[config.mk]
export PLATFORM = sky130hd
export DESIGN_NAME = lsq_unit
export DESIGN_NICKNAME = d
export VERILOG_FILES = /design/src/rtl/lsu_pkg.sv /design/src/rtl/lsq_fifo_mem.sv /design/src/rtl/lsq_unit.sv
export SDC_FILE = /design/constraint.sdc
export NUM_CORES = 1
export LEC_CHECK = 0
export ABC_AREA = 1
export BUFFER_PORTS_ARGS = -buffer_cell sky130_fd_sc_hd__buf_2
export CAP_MARGIN = 5
export CORE_MARGIN = 1
export CORE_UTILIZATION = 60
export CTS_CLUSTER_SIZE = 25
export DETAILED_ROUTE_END_ITERATION = 10
export GPL_TIMING_DRIVEN = 0
export PLACE_DENSITY = 0.78
export SETUP_SLACK_MARGIN = 0.4
export SYNTH_ARGS = -nofsm -noshare
export SYNTH_HDL_FRONTEND = slang
export SYNTH_SLANG_ARGS = --single-unit
[constraint.sdc]
create_clock -name clk -period 3.5 [get_ports clk]
set_input_delay 0.35 -clock clk [delete_from_list [all_inputs] [get_ports clk]]
set_output_delay 0.35 -clock clk [all_outputs]
set_load 0.03 [all_outputs]
[src/rtl/lsu_pkg.sv]
// Shared types for the load/store queue: op encoding, FSM states, default entry layout.
// Pure declarations; no latency or flow control of its own.
package lsu_pkg;

  localparam logic OP_LD = 1'b0;
  localparam logic OP_ST = 1'b1;

  localparam int LSQ_ADDR_W = 8;
  localparam int LSQ_DATA_W = 16;
  localparam int LSQ_REG_W  = 4;

  typedef enum logic [1:0] {
    ST_IDLE = 2'd0,
    ST_WAIT = 2'd1,
    ST_DONE = 2'd2
  } lsq_state_t;

  typedef struct packed {
    logic                  op;
    logic [LSQ_ADDR_W-1:0] addr;
    logic [LSQ_DATA_W-1:0] data;
    logic [LSQ_REG_W-1:0]  rd;
  } lsq_entry_t;

endpackage

[src/rtl/lsq_fifo_mem.sv]
// In-order entry storage with wrapping pointers and occupancy count; head readable combinationally.
// Write lands on the edge; caller must not push when full unless popping in the same cycle.
module lsq_fifo_mem
  import lsu_pkg::*;
#(
  parameter int  DEPTH   = 8,
  parameter type entry_t = lsq_entry_t
) (
  input  logic                   clk,
  input  logic                   reset_n,
  input  logic                   i_push,
  input  entry_t                 i_push_dat,
  input  logic                   i_pop,
  output entry_t                 o_head_dat,
  output logic [$clog2(DEPTH):0] o_count,
  output logic                   o_full,
  output logic                   o_empty
);

  localparam int PTR_W = $clog2(DEPTH);
  localparam logic [PTR_W-1:0] PTR_ONE  = PTR_W'(1);
  localparam logic [PTR_W:0]   CNT_ONE  = (PTR_W+1)'(1);
  localparam logic [PTR_W:0]   CNT_FULL = (PTR_W+1)'(DEPTH);

  entry_t           r_mem [DEPTH];
  logic [PTR_W-1:0] r_rd_ptr;
  logic [PTR_W-1:0] r_wr_ptr;
  logic [PTR_W:0]   r_count;
  logic             w_empty;

  // Storage is deliberately left out of reset; only pointers define validity.
  always_ff @(posedge clk) begin
    if (i_push) r_mem[r_wr_ptr] <= i_push_dat;
  end

  always_ff @(posedge clk or negedge reset_n) begin
    if (!reset_n) begin
      r_rd_ptr <= '0;
      r_wr_ptr <= '0;
      r_count  <= '0;
    end else begin
      if (i_push) r_wr_ptr <= r_wr_ptr + PTR_ONE;
      if (i_pop)  r_rd_ptr <= r_rd_ptr + PTR_ONE;
      case ({i_push, i_pop})
        2'b10:   r_count <= r_count + CNT_ONE;
        2'b01:   r_count <= r_count - CNT_ONE;
        default: r_count <= r_count;
      endcase
    end
  end

  assign w_empty    = (r_count == '0);
  assign o_empty    = w_empty;
  assign o_full     = (r_count == CNT_FULL);
  assign o_count    = r_count;
  assign o_head_dat = w_empty ? '0 : r_mem[r_rd_ptr];

endmodule

[src/rtl/lsq_unit.sv]
// Load/store queue: in-order FIFO, each head request held MEM_LATENCY cycles in WAIT then one DONE cycle.
// Enqueue while full is dropped (sticky overflow) unless that cycle is DONE; optional LSQ_STATS_EN adds done counters.
module lsq_unit
  import lsu_pkg::*;
#(
  parameter int DEPTH       = 8,
  parameter int ADDR_W      = 8,
  parameter int DATA_W      = 16,
  parameter int REG_W       = 4,
  parameter int MEM_LATENCY = 2
) (
  input  logic              clk,
  input  logic              reset_n,
  input  logic              queue_write_en,
  input  logic              instr_bit,
  input  logic [ADDR_W-1:0] addr_in,
  input  logic [DATA_W-1:0] data_in,
  input  logic [REG_W-1:0]  rd_in,
  output logic              instr_bit_out,
  output logic              done_bit,
  output logic [ADDR_W-1:0] mem_addr,
  output logic [DATA_W-1:0] mem_wdata,
  output logic [REG_W-1:0]  rd_out,
  output logic              queue_full,
  output logic              queue_empty,
  output logic              overflow,
`ifdef LSQ_STATS_EN
  output logic [15:0]       ld_done_cnt,
  output logic [15:0]       st_done_cnt,
`endif
  output logic              busy
);

  localparam int CNT_W = (MEM_LATENCY > 1) ? $clog2(MEM_LATENCY) : 1;
  localparam logic [CNT_W-1:0] LAT_RELOAD = CNT_W'(MEM_LATENCY - 1);
  localparam logic [CNT_W-1:0] LAT_ONE    = CNT_W'(1);
  localparam logic [$clog2(DEPTH):0] OCC_ONE = ($clog2(DEPTH)+1)'(1);

  typedef struct packed {
    logic              op;
    logic [ADDR_W-1:0] addr;
    logic [DATA_W-1:0] data;
    logic [REG_W-1:0]  rd;
  } entry_t;

  lsq_state_t             r_state;
  lsq_state_t             w_state_nxt;
  logic [CNT_W-1:0]       r_cnt;
  logic [CNT_W-1:0]       w_cnt_nxt;
  logic                   r_overflow;
  entry_t                 w_push_dat;
  entry_t                 w_head;
  logic [$clog2(DEPTH):0] w_count;
  logic                   w_full;
  logic                   w_empty;
  logic                   w_pop;
  logic                   w_push;

  // A DONE cycle pops on the same edge, so a full queue can still take one.
  assign w_pop      = (r_state == ST_DONE);
  assign w_push     = queue_write_en && (!w_full || w_pop);
  assign w_push_dat = {instr_bit, addr_in, data_in, rd_in};

  lsq_fifo_mem #(
    .DEPTH   (DEPTH),
    .entry_t (entry_t)
  ) u_fifo (
    .clk        (clk),
    .reset_n    (reset_n),
    .i_push     (w_push),
    .i_push_dat (w_push_dat),
    .i_pop      (w_pop),
    .o_head_dat (w_head),
    .o_count    (w_count),
    .o_full     (w_full),
    .o_empty    (w_empty)
  );

  always_ff @(posedge clk or negedge reset_n) begin
    if (!reset_n) begin
      r_state <= ST_IDLE;
      r_cnt   <= '0;
    end else begin
      r_state <= w_state_nxt;
      r_cnt   <= w_cnt_nxt;
    end
  end

  always_comb begin
    w_state_nxt = r_state;
    w_cnt_nxt   = r_cnt;
    case (r_state)
      ST_IDLE: begin
        if (!w_empty) begin
          w_state_nxt = ST_WAIT;
          w_cnt_nxt   = LAT_RELOAD;
        end
      end
      ST_WAIT: begin
        if (r_cnt == '0) w_state_nxt = ST_DONE;
        else             w_cnt_nxt   = r_cnt - LAT_ONE;
      end
      ST_DONE: begin
        // Occupancy after this edge is count-1+push; nonzero keeps the pipe busy.
        if ((w_count != OCC_ONE) || w_push) begin
          w_state_nxt = ST_WAIT;
          w_cnt_nxt   = LAT_RELOAD;
        end else begin
          w_state_nxt = ST_IDLE;
        end
      end
      default: w_state_nxt = ST_IDLE;
    endcase
  end

  always_ff @(posedge clk or negedge reset_n) begin
    if (!reset_n)                                  r_overflow <= 1'b0;
    else if (queue_write_en && w_full && !w_pop)   r_overflow <= 1'b1;
  end

`ifdef LSQ_STATS_EN
  logic [15:0] r_ld_cnt;
  logic [15:0] r_st_cnt;

  always_ff @(posedge clk or negedge reset_n) begin
    if (!reset_n) begin
      r_ld_cnt <= '0;
      r_st_cnt <= '0;
    end else if (w_pop) begin
      if (w_head.op == OP_LD && r_ld_cnt != 16'hFFFF) r_ld_cnt <= r_ld_cnt + 16'd1;
      if (w_head.op == OP_ST && r_st_cnt != 16'hFFFF) r_st_cnt <= r_st_cnt + 16'd1;
    end
  end

  assign ld_done_cnt = r_ld_cnt;
  assign st_done_cnt = r_st_cnt;
`endif

  assign done_bit      = w_pop;
  assign instr_bit_out = w_head.op;
  assign mem_addr      = w_head.addr;
  assign mem_wdata     = w_head.data;
  assign rd_out        = w_head.rd;
  assign queue_full    = w_full;
  assign queue_empty   = w_empty;
  assign overflow      = r_overflow;
  assign busy          = (r_state != ST_IDLE) || !w_empty;

endmodule

==> out/qor.txt <==
Max FO, Critical Path: 10
DR iter-0 viols: 742
CP bufs+invs: 4
Dpl hpwl: 15.41 mm
Actual slew at the worst max-slew pin: 0.7570 ns
First-pass GRT wire length: 37.25 mm
Syn. warnings: 0
Die X: 134.0 um
P_leak: 5.187 nW
Number of synthesized register bits: 246
Setup CP Type: flop to primary output
Minimum clock period: 2.689 ns
Root Driver: clkbuf_16
CP Launch Type: flop
Initial core utilization: 0.6219
Nets@finish: 1139
Status: finished, final reports clean
Final ANT Viol Nets: 0
Ys flop type: edfxtp_1
Fin. max-slew vios: 0
DP Area: 11320 um2
CTS resizes: 0
Post-synth EDFFs: 232
TritonRoute pass-1 iters: 7
Hold Path Sink: u_fifo.r_mem[2][18]$_DFFE_PP_
Port Buf Inserts: 65
Max cap viols: 0
Gr usage total: 0.2766
CP endpoint kind: primary output
Slowest-stage cell, CP: clkbuf_1
Register-to-Register Path Depth: 8
Vias in the first global route: 7090
Seq/Total Area, Yosys: 0.6996
Yosys top cell by area: edfxtp_1
Synth cell types: 20
Ratio of cells with drive above 1 in the final layout: 0.1349
Cells after Synth: 1001
Setup bufs post-CTS: 0
Initial antenna violation count: 0
Pin count of the biggest net entering global routing: 29
Gpl congestion: 0.7896
Clock slew at reported path FFs: 0.06 ns
Final non-filler cell total: 1339
Std-Cell Rows: 47
Sw Ratio: 0.4101
H-tree depth: 1
Fin. Hold Viols: 0
Final instance area: 12100 um2
Asr flop ratio synth: 0.05691
RSZ-0062 raised after global routing: no
Clk_lat worst skew: 0.51 ns
Fill cells: 1162
Relative slew slack: 0.4954
Final wirelength: 24.34 mm
Max Freq: 371.9 MHz
Post-synth top cells: nand2_1 (447), edfxtp_1 (232), inv_1 (75)
Worst EP required: 3.15 ns
Reg-to-reg setup timing slack: 0.93 ns
TritonCTS Buffers: 25
Arr. time, crit path: 2.34 ns
Sequential share of power: 0.350
Tightest Hold Check Type: input port to flop
Place WS: 0.9606 ns
CTS max path bufs: 3
CP peak stage delay: 0.46 ns
Setup Skew: 0.007702 ns
Synth Cell Area: 10460 um2
Reg-to-Reg Start: u_fifo.o_count[0]$_DFFE_PN0P_
Reg area: 7317 um2
WL/cell: 18.17 um
Grt total ovfl: 0
Worst path top cell family by delay: buffers and inverters
Clock power share: 0.230
# IOs: 66
Hold path cells: 1
Ant diodes: 0
Post-Syn Nets: 1038
Die span in y: 134.0 um
P_int: 6.481 mW
Die area: 17960 um2
FF-to-FF End: u_fifo.r_mem[1][17]$_DFFE_PP_
Count leader, synth: nand2_1
Crit path cell chain: buf_2, inv_1, clkbuf_1, nand2_1, nand3_1, nand2_1, nor2_1, buf_2
Logic pwr share: 0.420
Clk sinks: 246
Core area: 16820 um2
Vias: 7360
Max VDD drop: 0.6453 mV
Area grow syn2layout: 15.71%
Dpl cells: 1294
Setup ws final: 0.8111 ns
Final setup violation count: 0
CTS tree: done
Avg Inst Size Synth: 10.45 um2
DRC errors left: 0
Hold Startpoint: data_in[14]
Via density: 5.497
Switching pwr: 4.506 mW
Largest cells by area after synthesis: edfxtp_1 (67%), nand2_1 (16%), dfrtp_1 (3.3%), nand3_1 (3.1%), inv_1 (2.7%)
Top-area cell type share of the netlist area: 0.6661
Overall power: 10.99 mW
Pwr dens: 907.9 nW/um2
Footprint of the multi-input gates: 2646 um2
Final period utilization: 0.7682
metal layers:
metal	vias up	track usage	share of wire
li1	3450	-	-
met1	3515	0.3570	0.39
met2	332	0.4784	0.50
met3	63	0.04346	0.074
met4	0	0.09800	0.029
met5	-	0	0
placed cells by master, fill, tap and decap left out, drive strengths merged, types with 2 or more instances in the layout:
cell / n
ha: 5
o21ai: 4
inv: 76
nor2: 74
clkinv: 8
nand2: 447
clkbuf: 44
a21oi: 29
dfrtp: 14
edfxtp: 232
bufinv: 2
xor2: 6
nand3: 64
buf: 110
cell type report:
type / count / share of cell area
clock buffers: 33 / 0.05500
well taps: 220 / 0.02275
multi-input cells: 631 / 0.2187
inverters: 76 / 0.02378
clock inverters: 11 / 0.008375
plain buffers: 48 / 0.02213
flip-flops and latches: 246 / 0.6046
repair buffers: 74 / 0.04467
state kept, by name, summed over array words and instances, names as in the netlist:
signal,flops
u_fifo.r_mem,232
u_fifo.o_count,4
u_fifo.r_rd_ptr,3
u_fifo.r_wr_ptr,3
r_state,2
overflow,1
r_cnt,1
stage by stage:
stage / util / setup TNS [ns] / hold slack, ns
finish: 0.7195 / 0 / 0.1036
global placement: 0.6576 / -91.64 / 0.2768
CTS: 0.7195 / 0 / 0.09746
global route: 0.7195 / 0 / 0.1043
floorplan: - / 0 / 0.05441
detailed placement: 0.6733 / 0 / 0.2804
power groups by stage:
stage	Clock [mW]	Combinational [mW]	Sequential, mW
detailed placement	0	4.57	3.90
finish	2.52	4.62	3.85
global route	2.64	5.03	3.88
global placement	0	4.28	3.92
floorplan	0	3.05	3.90
CTS	2.52	4.61	3.85
worst max-delay path by stage:
stage,from,endpoint,slack (ns),cells past startpoint
floorplan,u_fifo.o_count[0]$_DFFE_PN0P_,u_fifo.r_mem[0][0]$_DFFE_PP_,0.70,7
global placement,u_fifo.o_count[0]$_DFFE_PN0P_,u_fifo.r_mem[1][13]$_DFFE_PP_,-0.51,7
detailed placement,u_fifo.o_count[0]$_DFFE_PN0P_,u_fifo.r_mem[1][13]$_DFFE_PP_,0.96,8
CTS,u_fifo.r_rd_ptr[1]$_DFFE_PN0N_,mem_addr[6],0.80,7
global route,u_fifo.o_count[0]$_DFFE_PN0P_,mem_addr[6],0.71,7
finish,u_fifo.r_rd_ptr[1]$_DFFE_PN0N_,mem_addr[6],0.81,8
timing repair:
action,CTS,global route
hold endpoints to repair,14,0
setup endpoints to repair,0,0
hold buffers,1,0
worst reg2reg max path, cell delays in order (launching register included):
cell,delay [ns]
dfrtp_1,0.45
inv_1,0.07
ha_1,0.24
nand3_1,0.18
nor2_2,0.09
nor2_4,0.15
nand2_1,0.25
nor2_4,0.59
buf_16,0.24
kinds of logic after synthesis:
group	share of synthesized area
simple gates	0.2198
flops	0.6996
buf+inv	0.05312
compound gates	0.01651
xor+xnor	0.005024
fa+ha+maj	0.005982
Note: power is estimated with default switching activity, not from simulation.
